[config.mk]
export PLATFORM = sky130hd
export DESIGN_NAME = writeback_scheduler
export DESIGN_NICKNAME = d
export VERILOG_FILES = /design/src/rtl/cva5_config.sv /design/src/rtl/cva5_types.sv /design/src/rtl/priority_encoder.sv /design/src/rtl/writeback_rr_select.sv /design/src/rtl/writeback_scheduler.sv
export SDC_FILE = /design/constraint.sdc
export NUM_CORES = 1
export LEC_CHECK = 0
export ABC_AREA = 0
export CAP_MARGIN = 20
export CORE_MARGIN = 1.5
export CORE_UTILIZATION = 37
export DETAILED_ROUTE_END_ITERATION = 10
export PLACE_DENSITY = 0.89
export SLEW_MARGIN = 10
export SYNTH_ARGS = -nofsm -noshare
export SYNTH_HDL_FRONTEND = slang
export SYNTH_SLANG_ARGS = --single-unit
[constraint.sdc]
create_clock -name clk -period 3.85 [get_ports clk]
set_clock_uncertainty 0.15 [all_clocks]
set_input_delay 0.385 -clock clk [delete_from_list [all_inputs] [get_ports clk]]
set_output_delay 0.385 -clock clk [all_outputs]
set_load 0.05 [all_outputs]
[src/rtl/cva5_config.sv]
// cva5_config
//   Shared configuration constants for the CVA5 core slice.
//   Holds the writeback scheduler limits alongside the id width used by
//   cva5_types.
//   Ports: none (package).
package cva5_config;

  // Upper bound on the number of writeback requesters a scheduler may serve.
  localparam int MAX_NUM_UNITS = 8;

  // Default number of denials before a pending writeback unit is starved.
  localparam int WB_MAX_WAIT_DEFAULT = 7;

  // log2 of the number of in-flight instruction ids.
  localparam int LOG2_MAX_IDS = 3;

endpackage

[src/rtl/cva5_types.sv]
// cva5_types
//   Shared type definitions for the CVA5 core slice.
//   Ports: none (package).
//     id_t        - in-flight instruction id
//     wb_packet_t - {valid, id, data} writeback packet to the register file
package cva5_types;
  import cva5_config::*;

  typedef logic [LOG2_MAX_IDS-1:0] id_t;

  typedef struct packed {
    logic        valid;
    id_t         id;
    logic [31:0] data;
  } wb_packet_t;

endpackage

[src/rtl/priority_encoder.sv]
// priority_encoder
//   Encodes the index of the lowest set bit of i_vector.
//   Output is 0 when i_vector is all zeros; callers qualify with |i_vector.
//   Ports:
//     i_vector  [WIDTH]          - request vector
//     o_encoded [clog2(WIDTH)]   - index of the lowest set bit (1 bit wide when WIDTH==1)
module priority_encoder #(
  parameter int WIDTH = 4
) (
  input  logic [WIDTH-1:0]                              i_vector,
  output logic [((WIDTH == 1) ? 1 : $clog2(WIDTH))-1:0] o_encoded
);

  localparam int OUT_W = (WIDTH == 1) ? 1 : $clog2(WIDTH);

  // Scan from the top down so the lowest set index is the last one written.
  always_comb begin
    o_encoded = '0;
    for (int i = WIDTH - 1; i >= 0; i--) begin
      o_encoded = i_vector[i] ? OUT_W'(i) : o_encoded;
    end
  end

endmodule

[src/rtl/writeback_rr_select.sv]
// writeback_rr_select
//   Round-robin one-hot selector: grants the first requesting index at or
//   above i_ptr, wrapping past the top index back to 0.
//   Ports:
//     i_request [NUM_UNITS] - request vector (starved units)
//     i_ptr     [PTR_W]     - round-robin start index
//     o_grant   [NUM_UNITS] - one-hot grant, zero when i_request is zero
module writeback_rr_select #(
  parameter int NUM_UNITS = 5,
  parameter int PTR_W     = 3
) (
  input  logic [NUM_UNITS-1:0] i_request,
  input  logic [PTR_W-1:0]     i_ptr,
  output logic [NUM_UNITS-1:0] o_grant
);

  logic [NUM_UNITS-1:0] w_upper_mask;
  logic [NUM_UNITS-1:0] w_upper_req;
  logic [NUM_UNITS-1:0] w_src;

  // Mask of indices at or above the pointer.
  always_comb begin
    w_upper_mask = '0;
    for (int i = 0; i < NUM_UNITS; i++) begin
      w_upper_mask[i] = (i >= int'(i_ptr));
    end
  end

  assign w_upper_req = i_request & w_upper_mask;

  // No request at/above the pointer means the search wraps to index 0,
  // which is simply the lowest request in the unmasked vector.
  assign w_src = (|w_upper_req) ? w_upper_req : i_request;

  // Isolate the lowest set bit (two's-complement trick).
  assign o_grant = w_src & (~w_src + NUM_UNITS'(1'b1));

endmodule

[src/rtl/writeback_scheduler.sv]
// writeback_scheduler
//   Arbitrates NUM_WB_UNITS writeback requesters onto one writeback port.
//   Normal grants are fixed priority (lowest index). A unit denied MAX_WAIT
//   times becomes starved; starved units preempt and are served round-robin.
//   Ports:
//     clk          - sole clock
//     rst          - synchronous active-high reset
//     unit_done    [N]      - per-unit result pending, held until acked
//     unit_id      [N] id_t - per-unit instruction id
//     unit_rd      [N] x 32 - per-unit result data
//     unit_ack     [N]      - combinational one-hot-or-zero grant
//     wb_packet    wb_packet_t - registered {valid, id, data}, one cycle after ack
//     starve_grant - registered; high with wb_packet.valid for a starved grant
module writeback_scheduler
  import cva5_config::*;
  import cva5_types::*;
#(
  parameter int NUM_WB_UNITS = 5,
  parameter int MAX_WAIT     = WB_MAX_WAIT_DEFAULT
) (
  input  logic                    clk,
  input  logic                    rst,
  input  logic [NUM_WB_UNITS-1:0] unit_done,
  input  id_t                     unit_id [NUM_WB_UNITS],
  input  logic [31:0]             unit_rd [NUM_WB_UNITS],
  output logic [NUM_WB_UNITS-1:0] unit_ack,
  output wb_packet_t              wb_packet,
  output logic                    starve_grant
);

  localparam int PTR_W  = (NUM_WB_UNITS == 1) ? 1 : $clog2(NUM_WB_UNITS);
  localparam int WAIT_W = $clog2(MAX_WAIT + 1);

  logic [WAIT_W-1:0]       r_wait [NUM_WB_UNITS];
  logic [PTR_W-1:0]        r_rr_ptr;
  wb_packet_t              r_wb_packet;
  logic                    r_starve_grant;

  logic [NUM_WB_UNITS-1:0] w_starved;
  logic                    w_any_starved;
  logic [NUM_WB_UNITS-1:0] w_rr_grant;
  logic [NUM_WB_UNITS-1:0] w_fp_grant;
  logic [PTR_W-1:0]        w_fp_idx;
  logic [NUM_WB_UNITS-1:0] w_grant;
  logic [PTR_W-1:0]        w_grant_idx;
  logic                    w_granted;
  logic [PTR_W-1:0]        w_rr_ptr_next;

  // A unit is starved once it is pending and its wait counter has saturated.
  always_comb begin
    w_starved = '0;
    for (int i = 0; i < NUM_WB_UNITS; i++) begin
      w_starved[i] = unit_done[i] && (r_wait[i] == WAIT_W'(MAX_WAIT));
    end
  end

  assign w_any_starved = |w_starved;

  priority_encoder #(
    .WIDTH (NUM_WB_UNITS)
  ) u_fp_encoder (
    .i_vector  (unit_done),
    .o_encoded (w_fp_idx)
  );

  writeback_rr_select #(
    .NUM_UNITS (NUM_WB_UNITS),
    .PTR_W     (PTR_W)
  ) u_rr_select (
    .i_request (w_starved),
    .i_ptr     (r_rr_ptr),
    .o_grant   (w_rr_grant)
  );

  // Fixed-priority one-hot from the encoded lowest pending index.
  always_comb begin
    w_fp_grant = '0;
    if (|unit_done) begin
      w_fp_grant = NUM_WB_UNITS'(1'b1) << w_fp_idx;
    end else begin
      w_fp_grant = '0;
    end
  end

  // Final grant: reset suppresses everything, starved units preempt.
  always_comb begin
    w_grant = '0;
    if (rst) begin
      w_grant = '0;
    end else if (w_any_starved) begin
      w_grant = w_rr_grant;
    end else begin
      w_grant = w_fp_grant;
    end
  end

  assign unit_ack  = w_grant;
  assign w_granted = |w_grant;

  // Recover the granted index for the payload mux and pointer update.
  priority_encoder #(
    .WIDTH (NUM_WB_UNITS)
  ) u_grant_encoder (
    .i_vector  (w_grant),
    .o_encoded (w_grant_idx)
  );

  assign w_rr_ptr_next = (w_grant_idx == PTR_W'(NUM_WB_UNITS - 1)) ? '0
                                                                   : w_grant_idx + PTR_W'(1'b1);

  // Wait counters, round-robin pointer and the registered writeback packet.
  always_ff @(posedge clk) begin
    if (rst) begin
      for (int i = 0; i < NUM_WB_UNITS; i++) begin
        r_wait[i] <= '0;
      end
      r_rr_ptr       <= '0;
      r_wb_packet    <= '0;
      r_starve_grant <= 1'b0;
    end else begin
      for (int i = 0; i < NUM_WB_UNITS; i++) begin
        if (!unit_done[i] || w_grant[i]) begin
          r_wait[i] <= '0;
        end else if (r_wait[i] != WAIT_W'(MAX_WAIT)) begin
          r_wait[i] <= r_wait[i] + WAIT_W'(1'b1);
        end else begin
          r_wait[i] <= r_wait[i];
        end
      end

      // The pointer only moves past a unit that won through starvation.
      if (w_granted && w_any_starved) begin
        r_rr_ptr <= w_rr_ptr_next;
      end else begin
        r_rr_ptr <= r_rr_ptr;
      end

      r_wb_packet.valid <= w_granted;
      // id/data keep their last value on idle cycles.
      if (w_granted) begin
        r_wb_packet.id   <= unit_id[w_grant_idx];
        r_wb_packet.data <= unit_rd[w_grant_idx];
      end else begin
        r_wb_packet.id   <= r_wb_packet.id;
        r_wb_packet.data <= r_wb_packet.data;
      end

      r_starve_grant <= w_granted && w_any_starved;
    end
  end

  assign wb_packet    = r_wb_packet;
  assign starve_grant = r_starve_grant;

endmodule

# Yosys cells after proc, flatten, opt, wreduce, memory -nomap -nowiden
# Memories as Yosys holds them, arrays and structs flattened.
# Cells that the tools add are included.
# totals
reg_bits	40
latchBits	0
ram_bits	15
romBits	0
input_bits	182
n_memories	1
# memory_table
memory	words	width	read_ports	rd_ports_with_merged_regs	wr	line_no	text
r_wait	5	3	5	0	5	writeback_scheduler.sv:34	logic [WAIT_W-1:0] r_wait [NUM_WB_UNITS];
# op_classes
addsub	7
multipliers	0
div_mod_pow	0
order_cmp	6
eq_ne	11
shift	1
muxes	93
bitwise	19
reduce_logical	20
# op_table
operator	count
binary-select mux 32 bit (select 3 bit)	1
two-way mux 3 bit	28
two-way mux 32 bit	2
two-way mux 1 bit	57
two-way mux 5 bit	4
OR reduction 5 bit	4
adder 3 x 1 -> 3 bit, second input constant	6
== test 3 bit, second input constant	6
!= test 3 bit, second input constant	5
OR 1 bit	15
bitwise AND 5 bit	2
binary-select mux 3 bit (select 3 bit)	1
>= comparator 1 x 3 -> 1 bit, first input constant	2
>= comparator 2 x 3 -> 1 bit, first input constant	2
logical AND 1 bit	6
adder 5 x 1 -> 5 bit, second input constant	1
zero test 1 bit	5
logical OR 1 bit	5
NOT 5 bit	1
left shift 1 x 3 -> 5 bit, first input constant	1
>= comparator 4 bit, second input constant	1
NOT 3 -> 4 bit	1
>= comparator 3 bit, first input constant	1

# Logic depth before layout (Yosys ltp)
# depth
depth_word	19
mapped_depth	14
depth_no_buf	13

# Modules after synthesis
# A second synthesis with hierarchy kept.
# hier_totals
hier_cells	372
area_unflattened_um2	3942.5
# modules_own_cells
mod	instances	cells_each	area_each_um2
writeback_scheduler	1	329	3661.0
writeback_rr_select	1	29	214.0
priority_encoder	2	7	33.8

# Least setup slack after synthesis
# OpenSTA, ideal clock, no wires.
# synth_path
path_kind	register to register
start	mem r_wait[3][0] (netlist name)
end	reg r_wb_packet, in the netlist wb_packet[0]
arrival_time_ns	3.036
t_required_ns	3.621
path_slack_ns	0.585
path_stages_with_launch	11
path_buffers	2
synth_period_minus_slack_ns	3.265
path_cell_list	edfxtp_1 ha_1 ha_1 a22oi_2 a22oi_1 o31a_1 a21oi_1 nor2_1 buf_2 clkbuf_1 o211ai_1
# synth_lines
item	line_no	text
from (decl)	writeback_scheduler.sv:34	
to (decl)	writeback_scheduler.sv:36	wb_packet_t r_wb_packet;

==> impl_metrics.py <==
metrics = {
    "outcome": {
        "status": "finished, violations left",
        "violations": "DRC",
    },
    "power_and_ir_drop": {
        "power_mw": 1.55,
        "ir_worst_vdd_mv": 0.169,
        "p_leak_nw": 2.16,
        "p_per_area_nw_per_um2": 264,
    },
    "drt": {
        "wl_met1_um": 4890,
        "drc": 5,
        "route.met3.wl_um": 877,
        "top_layer_used": "met4",
        "drtPass1Iterations": 11,
        "antenna_left": 0,
        "wl_met2_um": 6830,
        "wirelength_um": 12900,
        "viasPerCell": 5.82,
        "vias": 3976,
        "wl_per_cell_um": 18.9,
        "first_iter_violations": 279,
    },
    "global_routing": {
        "grt_util_all_layers_pct": 25.4,
        "first_global_vias": 4086,
        "antenna_found_initial": 0,
        "grt_pass1_wl_um": 19700,
        "grt.overflow.total": 0,
        "grt_max_degree": 34,
    },
    "setup_path": {
        "worstPathCellList": "ha_1, ha_1, a22oi_2, a22oi_1, o31a_1, a21oi_1, clkdlybuf4s50_1",
        "critPathLaunchType": "register",
        "endpoint_kind": "primary output",
        "cp_num_buf_inv": 1,
        "crit_arrival_ns": 3.20,
        "path_class": "reg -> out",
        "slowest_stage": "clkdlybuf4s50_1",
        "cpPeakStageDelay_ns": 0.87,
        "cp_max_fo": 6,
        "path_delay_family": "compound AO/OA/AOI/OAI gates",
        "path_common_cell": "ha_1",
        "required_ns": 3.31,
        "r2r_slack_ns": 0.47,
    },
    "place": {
        "gp_congestion": 0.872,
        "io_buffer_count": 223,
        "hpwl_um": 10200,
        "placed_cells": 675,
        "dpl_worst_slack_ns": 0.287,
    },
    "sta": {
        "layout_min_cycle_time_ns": 3.74,
        "grt_setup_unrepaired": "false",
        "fin_crit_sh_pct": 97.1,
        "layout_setup_ws_ns": 0.110,
        "final.setup.tns_ns": 0,
        "finalHoldViolations": 0,
        "worst_pin_slew_ns": 0.566,
        "setup_viol": 0,
        "max_freq_mhz": 267,
        "maxSlewViolCount": 0,
        "max-slew-margin-rel_pct": 62.2,
    },
    "synth": {
        "ys.flop_type": "dfxtp_1",
        "synth_edf_count": 15,
        "ys_ff_latch": 55,
        "netlist_top_cells_count": "40 x dfxtp_1, 40 x nand2_1, 30 x mux2i_1",
        "avgSynthCellArea_um2": 9.58,
        "synthArstFlopShare_pct": 0,
        "ys_types": 53,
        "yosysSeqAreaShare_pct": 36.8,
        "synth_top_cell_area_share_pct": 23.6,
        "synthCells": 355,
        "ys_warn_count": 0,
        "synth_top_area_cell": "dfxtp_1",
        "syn_nets": 549,
        "syn-cell-area_um2": 3400,
        "synthTopCellsByArea": "dfxtp_1 24%, edfxtp_1 13%, mux2i_1 8.8%",
    },
    "clock_tree": {
        "ctsHoldBuffers": 0,
        "cts_max_level": 2,
        "clock-root-buffer": "clkbuf_8",
        "clkSinkCount": 55,
        "clk_latency_ns": 0.31,
        "cts_resized": 0,
        "tritoncts": "done",
        "cts_setup_buffers": 0,
        "numCtsBuffers": 5,
        "path_clk_slew_ns": 0.10,
        "clockBufferDepth": 2,
    },
    "layout": {
        "antenna_cells": 0,
        "area_delta_synth_final_pct": 73.0,
        "layoutNonFillerInstCount": 683,
        "seqCellArea_um2": 1250,
        "layout-drive-gt1-share_pct": 7.30,
        "nets": 768,
        "multi_input_area_um2": 2020,
        "nFillCells": 694,
    },
    "floorplanning": {
        "die_h_um": 98.9,
        "die_w_um": 98.9,
        "initial_core_util_pct": 38.6,
        "num_io_pins": 224,
        "coreArea_um2": 8810,
        "dieArea_um2": 9770,
        "rows": 34,
    },
    "min_path": {
        "hold_path_class": "reg -> reg",
    },
    "run": {
        "drv_cap": 0,
    },
}
flip-flops by register name, summed over array words and instances, names as in the netlist:
signal	cells
r_rr_ptr	3
r_wait	15
starve_grant	1
wb_packet	36
layout make-up:
type                    count  area share [%]
clock buffers               5            1.17
well taps                 108            2.30
repair buffers            237            40.2
multi-input cells         268            34.4
clock inverters             3           0.255
flip-flops and latches     55            21.3
inverters                   7           0.447
where the power goes:
group | internal, mW | switching [mW]
Sequential | 0.637 | 0.0254
Clock | 0.124 | 0.191
Combinational | 0.295 | 0.278
stage by stage:
stage	util, %	hold WS (ns)	cell area (µm²)
3_3_place_gp	65.8	0.313	5800
2_1_floorplan	-	0.353	3400
3_5_place_dp	65.8	0.333	5800
6_report	66.8	0.353	5880
4_1_cts	66.8	0.353	5880
5_1_grt	66.8	0.375	5880
final timing paths:
path / startpoint / endpoint / cells past startpoint
setup reg to reg: r_wait[4][0] / r_rr_ptr[0] / 11
hold reg to reg: wb_packet[7] / wb_packet[7] / 2
setup / recovery: r_wait[3][0] / unit_ack[0] / 7
hold / removal: wb_packet[7] / wb_packet[7] / 2
layout by cell type (no fill, tap or decap), types with 6 or more instances in the layout:
cell / count
nor2_1: 11
buf_4: 15
clkdlybuf4s50_1: 219
a21boi_0: 6
nand2_1: 40
o211a_1: 6
a222oi_1: 29
nand3_1: 7
o21ai_0: 7
inv_1: 6
and2_1: 9
nand2b_1: 8
dfxtp_1: 40
ha_1: 12
mux2_2: 6
a31oi_1: 9
o211ai_1: 29
edfxtp_1: 15
mux2i_1: 30
kinds of logic after synthesis:
family          count (synthesis)  share of synthesized area [%]
flops                          55                           36.8
mux                            36                           10.8
fa+ha+maj                      12                           4.42
simple gates                  106                           16.1
compound gates                114                           27.5
buf+inv                        32                           4.31
layer usage:
metal | up-vias | global-route usage [%]
met3 | 24 | 5.04
met1 | 1913 | 27.6
met4 | 0 | 7.69
met2 | 193 | 49.1
li1 | 1846 | -
met5 | - | 0
worst register-to-register path: stages (launching register included):
cell       delay (ns)
edfxtp_1         0.41
ha_1             0.21
ha_1             0.23
and2_1           0.19
a311o_1          0.37
a211oi_1         0.44
a2bb2o_1         0.29
nor2_1           0.06
buf_4            0.16
ha_1             0.21
a2111oi_0        0.45
a31o_2           0.17
Note: power is estimated with default switching activity, not from simulation.
